## config.mk

```make
export PLATFORM = sky130hd
export DESIGN_NAME = univ_shift_reg
export DESIGN_NICKNAME = d
export VERILOG_FILES = /design/src/rtl/univ_shift_reg_pkg.sv /design/src/rtl/univ_shift_reg_shift_frame_cnt.sv /design/src/rtl/univ_shift_reg.sv
export SDC_FILE = /design/constraint.sdc
export NUM_CORES = 1
export LEC_CHECK = 0
export BUFFER_PORTS_ARGS = -buffer_cell sky130_fd_sc_hd__clkbuf_2
export CAP_MARGIN = 0
export CORE_MARGIN = 3
export CORE_UTILIZATION = 44
export DETAILED_ROUTE_END_ITERATION = 8
export PLACE_DENSITY_LB_ADDON = 0.2
export SYNTH_ARGS = -nofsm -noshare
export SYNTH_HDL_FRONTEND = slang
export SYNTH_SLANG_ARGS = --single-unit
```

## constraint.sdc

```tcl
create_clock -name clock -period 1.6 [get_ports clock]
set_input_delay 0.16 -clock clock [delete_from_list [all_inputs] [get_ports clock]]
set_output_delay 0.16 -clock clock [all_outputs]
set_load 0.02 [all_outputs]
```

## src/rtl/univ_shift_reg_pkg.sv

```systemverilog
// Shared definitions for the universal shift register: mode encodings used by RTL and bench.
package univ_shift_reg_pkg;

    typedef enum logic [1:0] {
        SR_HOLD = 2'b00,
        SR_SHR  = 2'b01,
        SR_SHL  = 2'b10,
        SR_LOAD = 2'b11
    } sr_mode_e;

endpackage

```

## src/rtl/univ_shift_reg_shift_frame_cnt.sv

```systemverilog
// Shift-frame counter: counts shift cycles, wraps after WIDTH shifts and pulses done on the wrap.
module shift_frame_cnt #(
    parameter int unsigned WIDTH = 8
) (
    input  logic                     clock,
    input  logic                     Resetn,
    input  logic                     shift,
    input  logic                     clear,
    output logic [$clog2(WIDTH)-1:0] cnt,
    output logic                     done
);

    localparam int unsigned     CW   = $clog2(WIDTH);
    localparam logic [CW-1:0]   LAST = CW'(WIDTH - 1);

    logic [CW-1:0] cnt_q, cnt_d;
    logic          done_q, done_d;

    always_comb begin
        cnt_d  = cnt_q;
        done_d = 1'b0;
        if (clear) begin
            cnt_d = '0;
        end else if (shift) begin
            if (cnt_q == LAST) begin
                cnt_d  = '0;
                done_d = 1'b1;
            end else begin
                cnt_d = cnt_q + 1'b1;
            end
        end
    end

    always_ff @(posedge clock or negedge Resetn) begin
        if (!Resetn) begin
            cnt_q  <= '0;
            done_q <= 1'b0;
        end else begin
            cnt_q  <= cnt_d;
            done_q <= done_d;
        end
    end

    assign cnt  = cnt_q;
    assign done = done_q;

endmodule

```

## src/rtl/univ_shift_reg.sv

```systemverilog
// Universal shift register (hold / shift right / shift left / load) with frame counter.
// Optional registered pattern-match flag enabled by `define PATTERN_MATCH_EN.
module univ_shift_reg
    import univ_shift_reg_pkg::*;
#(
    parameter int unsigned      WIDTH     = 8,
    parameter logic [WIDTH-1:0] RESET_VAL = '0
) (
    input  logic                     clock,
    input  logic                     Resetn,
    input  logic                     en,
    input  logic [1:0]               mode,
    input  logic                     sin_r,
    input  logic                     sin_l,
    input  logic [WIDTH-1:0]         d,
    output logic [WIDTH-1:0]         q,
    output logic                     sout_r,
    output logic                     sout_l,
    output logic [$clog2(WIDTH)-1:0] cnt,
`ifdef PATTERN_MATCH_EN
    output logic                     done,
    input  logic [WIDTH-1:0]         pattern,
    output logic                     match
`else
    output logic                     done
`endif
);

    sr_mode_e         mode_s;
    logic [WIDTH-1:0] q_q, q_d;
    logic             shift, clear;

    assign mode_s = sr_mode_e'(mode);

    always_comb begin
        q_d   = q_q;
        shift = 1'b0;
        clear = 1'b0;
        if (en) begin
            case (mode_s)
                SR_SHR: begin
                    q_d   = {sin_r, q_q[WIDTH-1:1]};
                    shift = 1'b1;
                end
                SR_SHL: begin
                    q_d   = {q_q[WIDTH-2:0], sin_l};
                    shift = 1'b1;
                end
                SR_LOAD: begin
                    q_d   = d;
                    clear = 1'b1;
                end
                default: q_d = q_q;
            endcase
        end
    end

    always_ff @(posedge clock or negedge Resetn) begin
        if (!Resetn) begin
            q_q <= RESET_VAL;
        end else begin
            q_q <= q_d;
        end
    end

    assign q      = q_q;
    assign sout_r = q_q[0];
    assign sout_l = q_q[WIDTH-1];

    shift_frame_cnt #(
        .WIDTH (WIDTH)
    ) u_frame_cnt (
        .clock  (clock),
        .Resetn (Resetn),
        .shift  (shift),
        .clear  (clear),
        .cnt    (cnt),
        .done   (done)
    );

`ifdef PATTERN_MATCH_EN
    logic match_q;

    // Compared against next-state so the flag lines up with the q it describes.
    always_ff @(posedge clock or negedge Resetn) begin
        if (!Resetn) begin
            match_q <= 1'b0;
        end else begin
            match_q <= (q_d == pattern);
        end
    end

    assign match = match_q;
`endif

endmodule

```

==> impl_results.md, run 1 <==
* Placed cells at 104
* CTS tree: yes
* Worst Setup EP: u_frame_cnt.cnt[2]
* Buf+Inv Stages, Crit Path at 0
* Final period util at 75.3%
* Total Nets Final at 115
* RSZ-0062 raised after global routing: no
* Largest net degree at the start of global routing at 17
* H-tree levels at 1
* IO Port Bufs at 28
* Worst Hold Class: input pin to flop
* Min Tclk post-route at 1.21 ns
* Arrival time at the worst endpoint at 1.36 ns
* Die height at 44.5 um
* Worst Tran Pin Value at 0.535 ns
* Vias per cell at 5.29
* TritonRoute pass-1 iters at 4
* Final hold vios at 0
* Setup TNS at 0 ns
* Top Ports at 29
* Core Footprint at 1350 um^2
* Static leakage power at 0.438 nW
* Worst slew margin at 64.3%
* Flop2flop setup slack at 0.39 ns
* Distinct cell type count after synthesis at 14
* Die area at 1980 um^2
* Die W at 44.5 um
* Commonest cells after routing, fill and taps aside: clkbuf_2 (28), dfrtp_1 (12), a22o_1 (11)
* Final wirelength at 1350 um
* Post-Syn Instances at 66
* CTS Root Cell: clkbuf_4
* CP max FO at 4
* Top cell by count, worst path: ha_1
* Most common cell after layout, fill and taps aside: clkbuf_2
* Vias at 571
* Initial antenna violation count at 0
* Stages on worst setup path at 3
* FP Rows at 13
* Synthesized cell area at 651 um^2
* Setup crit end kind: flop
* Total CTS buffers at 3
* Post-route cell area at 803 um^2
* Crit-path cells: ha_1, ha_1, a22o_1
* Critical Path RT at 1.75 ns
* Max-cap viol count at 0
* Register area share after synthesis at 46.2%
* Synthesized flop and latch total at 12
* Post-CTS Setup Bufs at 0
* Worst Setup Start Kind: flop
* GRT Overall Usage at 14.8%
* Critical Path Source: u_frame_cnt.cnt[0]
* Placed Area at 771 um^2
* Top cell family by delay on the critical path: adder cells
* First-pass GRT wire length at 2100 um
* # diodes at 0
* Worst Skew at 0.00124 ns
* GRT Residual Overflow at 0
* Total clock sinks at 12
* Status: finished, final reports clean
* RD Place Congestion at 0.770
* Max-slew violation count at 0
* Power density cells at 1130 nW/um^2
* Average size of a mapped cell at 9.86 um^2
* Layout cells sized above 1 at 34.4%
* R2r startpoint: u_frame_cnt.cnt[0]
* Syn_nets at 86
* CP Class: flop to flop
* Fmax at 0.829 GHz
* Yosys warns at 0
* Final ANT Viol Nets at 0
* Starting Density at 48.2%
* Area grow syn2layout at 23.5%
* R2R depth at 3
* Critical path's largest stage delay at 0.42 ns
* Clk buf depth at 2
* Vias in the first global route at 473
* Critical path's slowest cell: dfrtp_1
* Worst vdd ir at 528 uV
* Layout Cells excl Fill at 108
* First DRT Iteration DRCs at 8
* Final setup fails at 0
* DRC Markers at 0
* Clk_lat worst skew at 0.26 ns
* Dpl hpwl at 1030 um
* FF-to-FF End: u_frame_cnt.cnt[2]
* DR WL/cell at 12.5 um
* Reg clk slew, reported paths at 0.07 ns
==> cell usage after synthesis (all sizes together) <==
library cell / count / area, um^2
dfrtp: 12 / 300
a22o: 11 / 96.3
nand2: 9 / 33.8
o21ai: 9 / 45.0
a21oi: 8 / 40.0
buf: 5 / 38.8
ha: 5 / 62.6
nor2: 3 / 13.8
inv: 2 / 7.51
and2: 1 / 6.26
nand2b: 1 / 6.26
==> metrics by stage <==
| stage | total power (W) | util (%) | worst slack [ns] | hold WS [ns] |
|---|---|---|---|---|
| 3_3_place_gp | 0.000737 | 57.1 | 0.378 | 0.0637 |
| 6_report | 0.000911 | 59.5 | 0.394 | 0.167 |
| 5_1_grt | 0.000973 | 59.5 | 0.332 | 0.175 |
| 2_1_floorplan | 0.000636 | - | 0.343 | -0.136 |
| 3_5_place_dp | 0.000743 | 57.1 | 0.343 | 0.0652 |
| 4_1_cts | 0.000925 | 59.5 | 0.389 | 0.159 |
==> worst register-to-register path, delay by kind of cell (launching register included) <==
kind                       cells  cell delay [ns]
DFF                            1             0.42
adders and majority gates      2             0.49
AOI/OAI and AO/OA              1             0.20
==> power breakdown <==
part | switching, W | total [W] | internal [W]
combinational | 0.000187 | 0.000313 | 0.000126
clock | 0.0000888 | 0.000176 | 0.0000868
sequential | 0.0000600 | 0.000422 | 0.000362
total | 0.000336 | 0.000911 | 0.000575
==> timing repair <==
item	CTS	global route
hold buffers	1	0
hold endpoints to repair	12	0
gates resized for setup	0	0
==> worst min path at each step <==
stage,start,endpoint,slack (ns),cells after the start
6_report,sin_r,q[7],0.17,3
4_1_cts,sin_r,q[7],0.16,3
3_3_place_gp,Resetn,u_frame_cnt.done,0.06,1
5_1_grt,sin_r,q[7],0.17,3
3_5_place_dp,Resetn,u_frame_cnt.cnt[0],0.07,1
2_1_floorplan,Resetn,q[0],-0.14,0
==> layer usage <==
metal  vias up  track usage, %  wire length, um
met5         -               0                0
met4         0            9.04               16
met3         2            3.66              113
met2        23            19.2              569
met1       256            21.6              649
li1        290               -                -
==> cells by family (layout without fill, tap and decap cells) <==
family	after synthesis	in the layout	synth area share, %
AO/OA/AOI/OAI	28	28	27.9
adder cells (fa/ha/maj)	5	5	9.62
buffers and inverters	7	34	7.11
flip-flops	12	12	46.2
AND/OR/NAND/NOR	14	14	9.23
==> sequential cells by signal, indices dropped and copies added, names as in the netlist <==
name / cells
q: 8
u_frame_cnt.cnt: 3
u_frame_cnt.done: 1
==> final cells by class <==
cell class | count | area [um^2]
clock buffer | 3 | 22.5
tap | 15 | 18.8
sequential | 12 | 300
fill | 138 | 547
timing repair buffer | 29 | 150
multi-input combinational | 47 | 304
inverter | 2 | 7.51
Note: power is estimated with default switching activity, not from simulation.
==> inputs of run 2 (changes only) <==
--- a/config.mk
+++ b/config.mk
@@ -5,10 +5,11 @@
 export SDC_FILE = /design/constraint.sdc
 export NUM_CORES = 1
 export LEC_CHECK = 0
+export ABC_AREA = 1
 export BUFFER_PORTS_ARGS = -buffer_cell sky130_fd_sc_hd__clkbuf_2
 export CAP_MARGIN = 0
 export CORE_MARGIN = 3
-export CORE_UTILIZATION = 44
+export CORE_UTILIZATION = 43
 export DETAILED_ROUTE_END_ITERATION = 8
 export PLACE_DENSITY_LB_ADDON = 0.2
 export SYNTH_ARGS = -nofsm -noshare
==> constraint.sdc (replaced) <==
create_clock -name clock -period 1.05 [get_ports clock]
set_input_delay 0.105 -clock clock [delete_from_list [all_inputs] [get_ports clock]]
set_output_delay 0.105 -clock clock [all_outputs]
set_load 0.02 [all_outputs]
==> run 2 against run 1 <==
Effect of this change: area after synthesis increased by 21%; setup slack got worse by 0.39 ns; clock skew increased by 0.0020 ns; register-to-register slack got worse by 0.39 ns; critical path depth increased by 1; utilization increased by 5.7 points; synthesized cell count increased by 74%; flip-flop and latch count unchanged; first-iteration DRC count increased by 38%; cell area increased by 31%; maximum frequency increased by 15%; largest cell class unchanged.
==> impl_results.md, run 2 <==
* Status: finished, final reports clean
* Total clock sinks at 12 (unchanged)
* Worst Setup Start Kind: flop
* Top cell family by delay on the critical path: flip-flops
* Vias per cell at 4.51 (-15%)
* Flop2flop setup slack at 0.00004 ns (-0.39 ns)
* Clk pwr share at 23.2% (+3.9 points)
* Final ANT Viol Nets at 0 (unchanged)
* Final setup fails at 0 (unchanged)
* Reg clk slew, reported paths at 0.08 ns (about the same)
* Vias in the first global route at 679 (+44%)
* Layout Cells excl Fill at 172 (+59%)
* Comb pwr share at 36.1% (+1.7 points)
* IO Port Bufs at 28 (unchanged)
* Largest net degree at the start of global routing at 13 (-4)
* Total CTS buffers at 3 (unchanged)
* Place WS at -0.0770 ns (-0.420 ns)
* Total net switching power at 0.000620 W (+84%)
* Arrival time at the worst endpoint at 1.27 ns (-0.09 ns)
* Syn_nets at 135 (+57%)
* Worst Hold Class: input pin to flop
* Fillers at 153 (+11%)
* Final wirelength at 1770 um (+31%)
* Worst Tran Pin Value at 0.372 ns (-0.163 ns)
* GRT Overall Usage at 15.7% (+0.87 points)
* Worst slew margin at 75.2% (+11 points)
* Mux cell area share after synthesis at 0% (unchanged)
* Setup crit end kind: flop
* Register area share after synthesis at 38.1% (-8.1 points)
* Clk_lat worst skew at 0.28 ns (+0.02 ns)
* Die area at 2380 um^2 (+21%)
* Starting Density at 48.9% (+0.72 points)
* Buf+Inv Stages, Crit Path at 0 (unchanged)
* Yosys warns at 0 (unchanged)
* Crit-path cells: ha_4, ha_4, nand3_2, nand2_1
* RD Place Congestion at 0.796 (+3.3%)
* Post-route cell area at 1050 um^2 (+31%)
* Critical path's slowest cell: dfrtp_2
* Min Tclk post-route at 1.05 ns (-0.156 ns)
* PnR worst setup slack at 0.0000429 ns (-0.394 ns)
* Ys async rst share at 100% (unchanged)
* TritonRoute pass-1 iters at 4 (unchanged)
* Final hold vios at 0 (unchanged)
* Final period util at 100% (+25 points)
* Average size of a mapped cell at 6.85 um^2 (-30%)
* Max-cap viol count at 0 (unchanged)
* Die height at 48.8 um (+9.8%)
* Largest register FFs at 8 (unchanged)
* Die W at 48.8 um (+9.8%)
* CTS Root Cell: clkbuf_4
* CP max FO at 4 (unchanged)
* CP Class: flop to flop
* Power density cells at 1540 nW/um^2 (+36%)
* Clk buf depth at 2 (unchanged)
* FP Rows at 14 (+1)
* CTS tree: yes
* Compound-Gate Fraction of Synth Area at 0% (-28 points)
* Top Ports at 29 (unchanged)
* Dpl hpwl at 1310 um (+27%)
* Synthesized flop and latch total at 12 (unchanged)
* Sequential share of power at 40.8% (-5.6 points)
* Placed cells at 166 (+60%)
* Critical path's largest stage delay at 0.45 ns (+0.03 ns)
* DR WL/cell at 10.3 um (-18%)
* First-pass GRT wire length at 2930 um (+39%)
* Max-slew violation count at 0 (unchanged)
* Adder and majority gate portion of the synthesized area at 7.94% (-1.7 points)
* Core Footprint at 1610 um^2 (+19%)
* Fin util at 65.2% (+5.7 points)
* Top post-synthesis cells by area: dfrtp_1 (38%), nand2_1 (30%), ha_1 (7.9%), inv_1 (6.2%), nand2_2 (5.6%)
* Yosys top cell area share at 38.1% (-8.1 points)
* Commonest cells after routing, fill and taps aside: nand2_1 (62), clkbuf_2 (27), inv_1 (13)
* Post-Syn Instances at 115 (+74%)
* H-tree levels at 1 (unchanged)
* Fmax at 0.952 GHz (+15%)
* EDFF count, synth at 0 (unchanged)
* Simple logic cell fraction of the synthesized area at 42.9% (+34 points)
* RSZ-0062 raised after global routing: yes
* Distinct cell type count after synthesis at 13 (-1)
* Most common cell after layout, fill and taps aside: nand2_1
* Placed Area at 990 um^2 (+28%)
* Vias at 775 (+36%)
* Top-count cell post-synth: nand2_1
* Area grow syn2layout at 33.3%
* Synthesized cell area at 788 um^2 (+21%)
* DRC Markers at 0 (unchanged)
* Pint at 0.00100 W (+74%)
* # diodes at 0 (unchanged)
* Sw frac at 38.2% (+1.3 points)
* Static leakage power at 0.639 nW (+46%)
* GRT Residual Overflow at 0 (unchanged)
* Xor-xnor portion of the synthesized cell area at 0% (unchanged)
* Worst vdd ir at 1370 uV (+160%)
* Setup TNS at 0 ns (unchanged)
* Largest area contributor in the synthesized netlist: dfrtp_1
* Worst Skew at 0.00328 ns (+0.00205 ns)
* Critical Path RT at 1.27 ns (-0.48 ns)
* First DRT Iteration DRCs at 11 (+3)
* Layout cells sized above 1 at 35.8% (+1.4 points)
* Total Nets Final at 169 (+47%)
* Initial antenna violation count at 0 (unchanged)
* Synth top cells by count: nand2_1 (62), inv_1 (13), dfrtp_1 (12)
* Largest family of logic cells by synthesized area: simple AND/OR/NAND/NOR gates
* Top cell by count, worst path: ha_4
* Main synth FF type: dfrtp_1
-- run 2: changes by cell type after synthesis, sizes merged --
cell	previous run	this run
a21oi	8	0
o21ai	9	0
and2	1	0
buf	5	4
inv	2	15
nand2b	1	0
nand3	0	6
nand2	9	69
nor3	0	1
a22o	11	0
-- run 2: final timing paths --
kind / start / end / depth (start not counted)
setup / recovery: u_frame_cnt.cnt[0] / u_frame_cnt.cnt[2] / 4
setup reg to reg: u_frame_cnt.cnt[0] / u_frame_cnt.cnt[2] / 4
min in group asynchronous: Resetn / u_frame_cnt.cnt[2] / 2
max in group asynchronous: Resetn / u_frame_cnt.cnt[0] / 2
hold / removal: sin_r / q[7] / 5
hold reg to reg: q[0] / q[0] / 2
-- run 2: logic make-up (layout without fill, tap and decap cells) --
| kind of cell | count (synthesis) | in the layout |
|---|---|---|
| and+or+nand+nor | 79 | 79 |
| buffers and inverters | 19 | 52 |
| DFF | 12 | 12 |
| adders and majority gates | 5 | 5 |
-- run 2: worst reg2reg max path, stage by stage, from the launching register on --
cell and delay (ns):
dfrtp_2 0.45, ha_4 0.17, ha_4 0.26, nand3_2 0.06, nand2_1 0.06
-- run 2: metal layers --
layer / share of wire [%] / global-route usage (%) / up-vias
met1: 46 / 20.8 / 343
met4: 2.3 / 8.53 / 0
met5: 0 / 0 / -
li1: - / - / 407
met3: 4.8 / 2.45 / 5
met2: 47 / 24.4 / 20
-- run 2: area by class of cell --
type	count	area (um^2)	area share, %
clock buffer	4	36.3	3.45
inverter	15	56.3	5.36
multi-input combinational	84	433	41.2
sequential	12	303	28.8
tap	24	30.0	2.86
timing repair buffer	33	193	18.3
-- run 2: repair_timing --
action | 4_1_cts | 5_1_grt
gates resized for setup | 0 | 3
endpoints found under the hold margin | 12 | 0
endpoints found under the setup margin | 0 | 3
hold buffers | 1 | 0
setup buffers | 0 | 1
-- run 2: power groups by stage --
stage | clock [W] | sequential (W) | combinational (W)
after global placement | 0 | 0.000665 | 0.000545
after floorplan | 0 | 0.000761 | 0.000267
final | 0.000375 | 0.000662 | 0.000585
after CTS | 0.000382 | 0.000660 | 0.000565
after global routing | 0.000410 | 0.000677 | 0.000654
after detailed placement | 0 | 0.000670 | 0.000559
-- run 2: through the flow --
stage	power [W]	hold slack [ns]
floorplan	0.00103	-0.191
global placement	0.00121	0.0109
detailed placement	0.00123	0.0126
CTS	0.00161	0.127
global route	0.00174	0.142
finish	0.00162	0.123
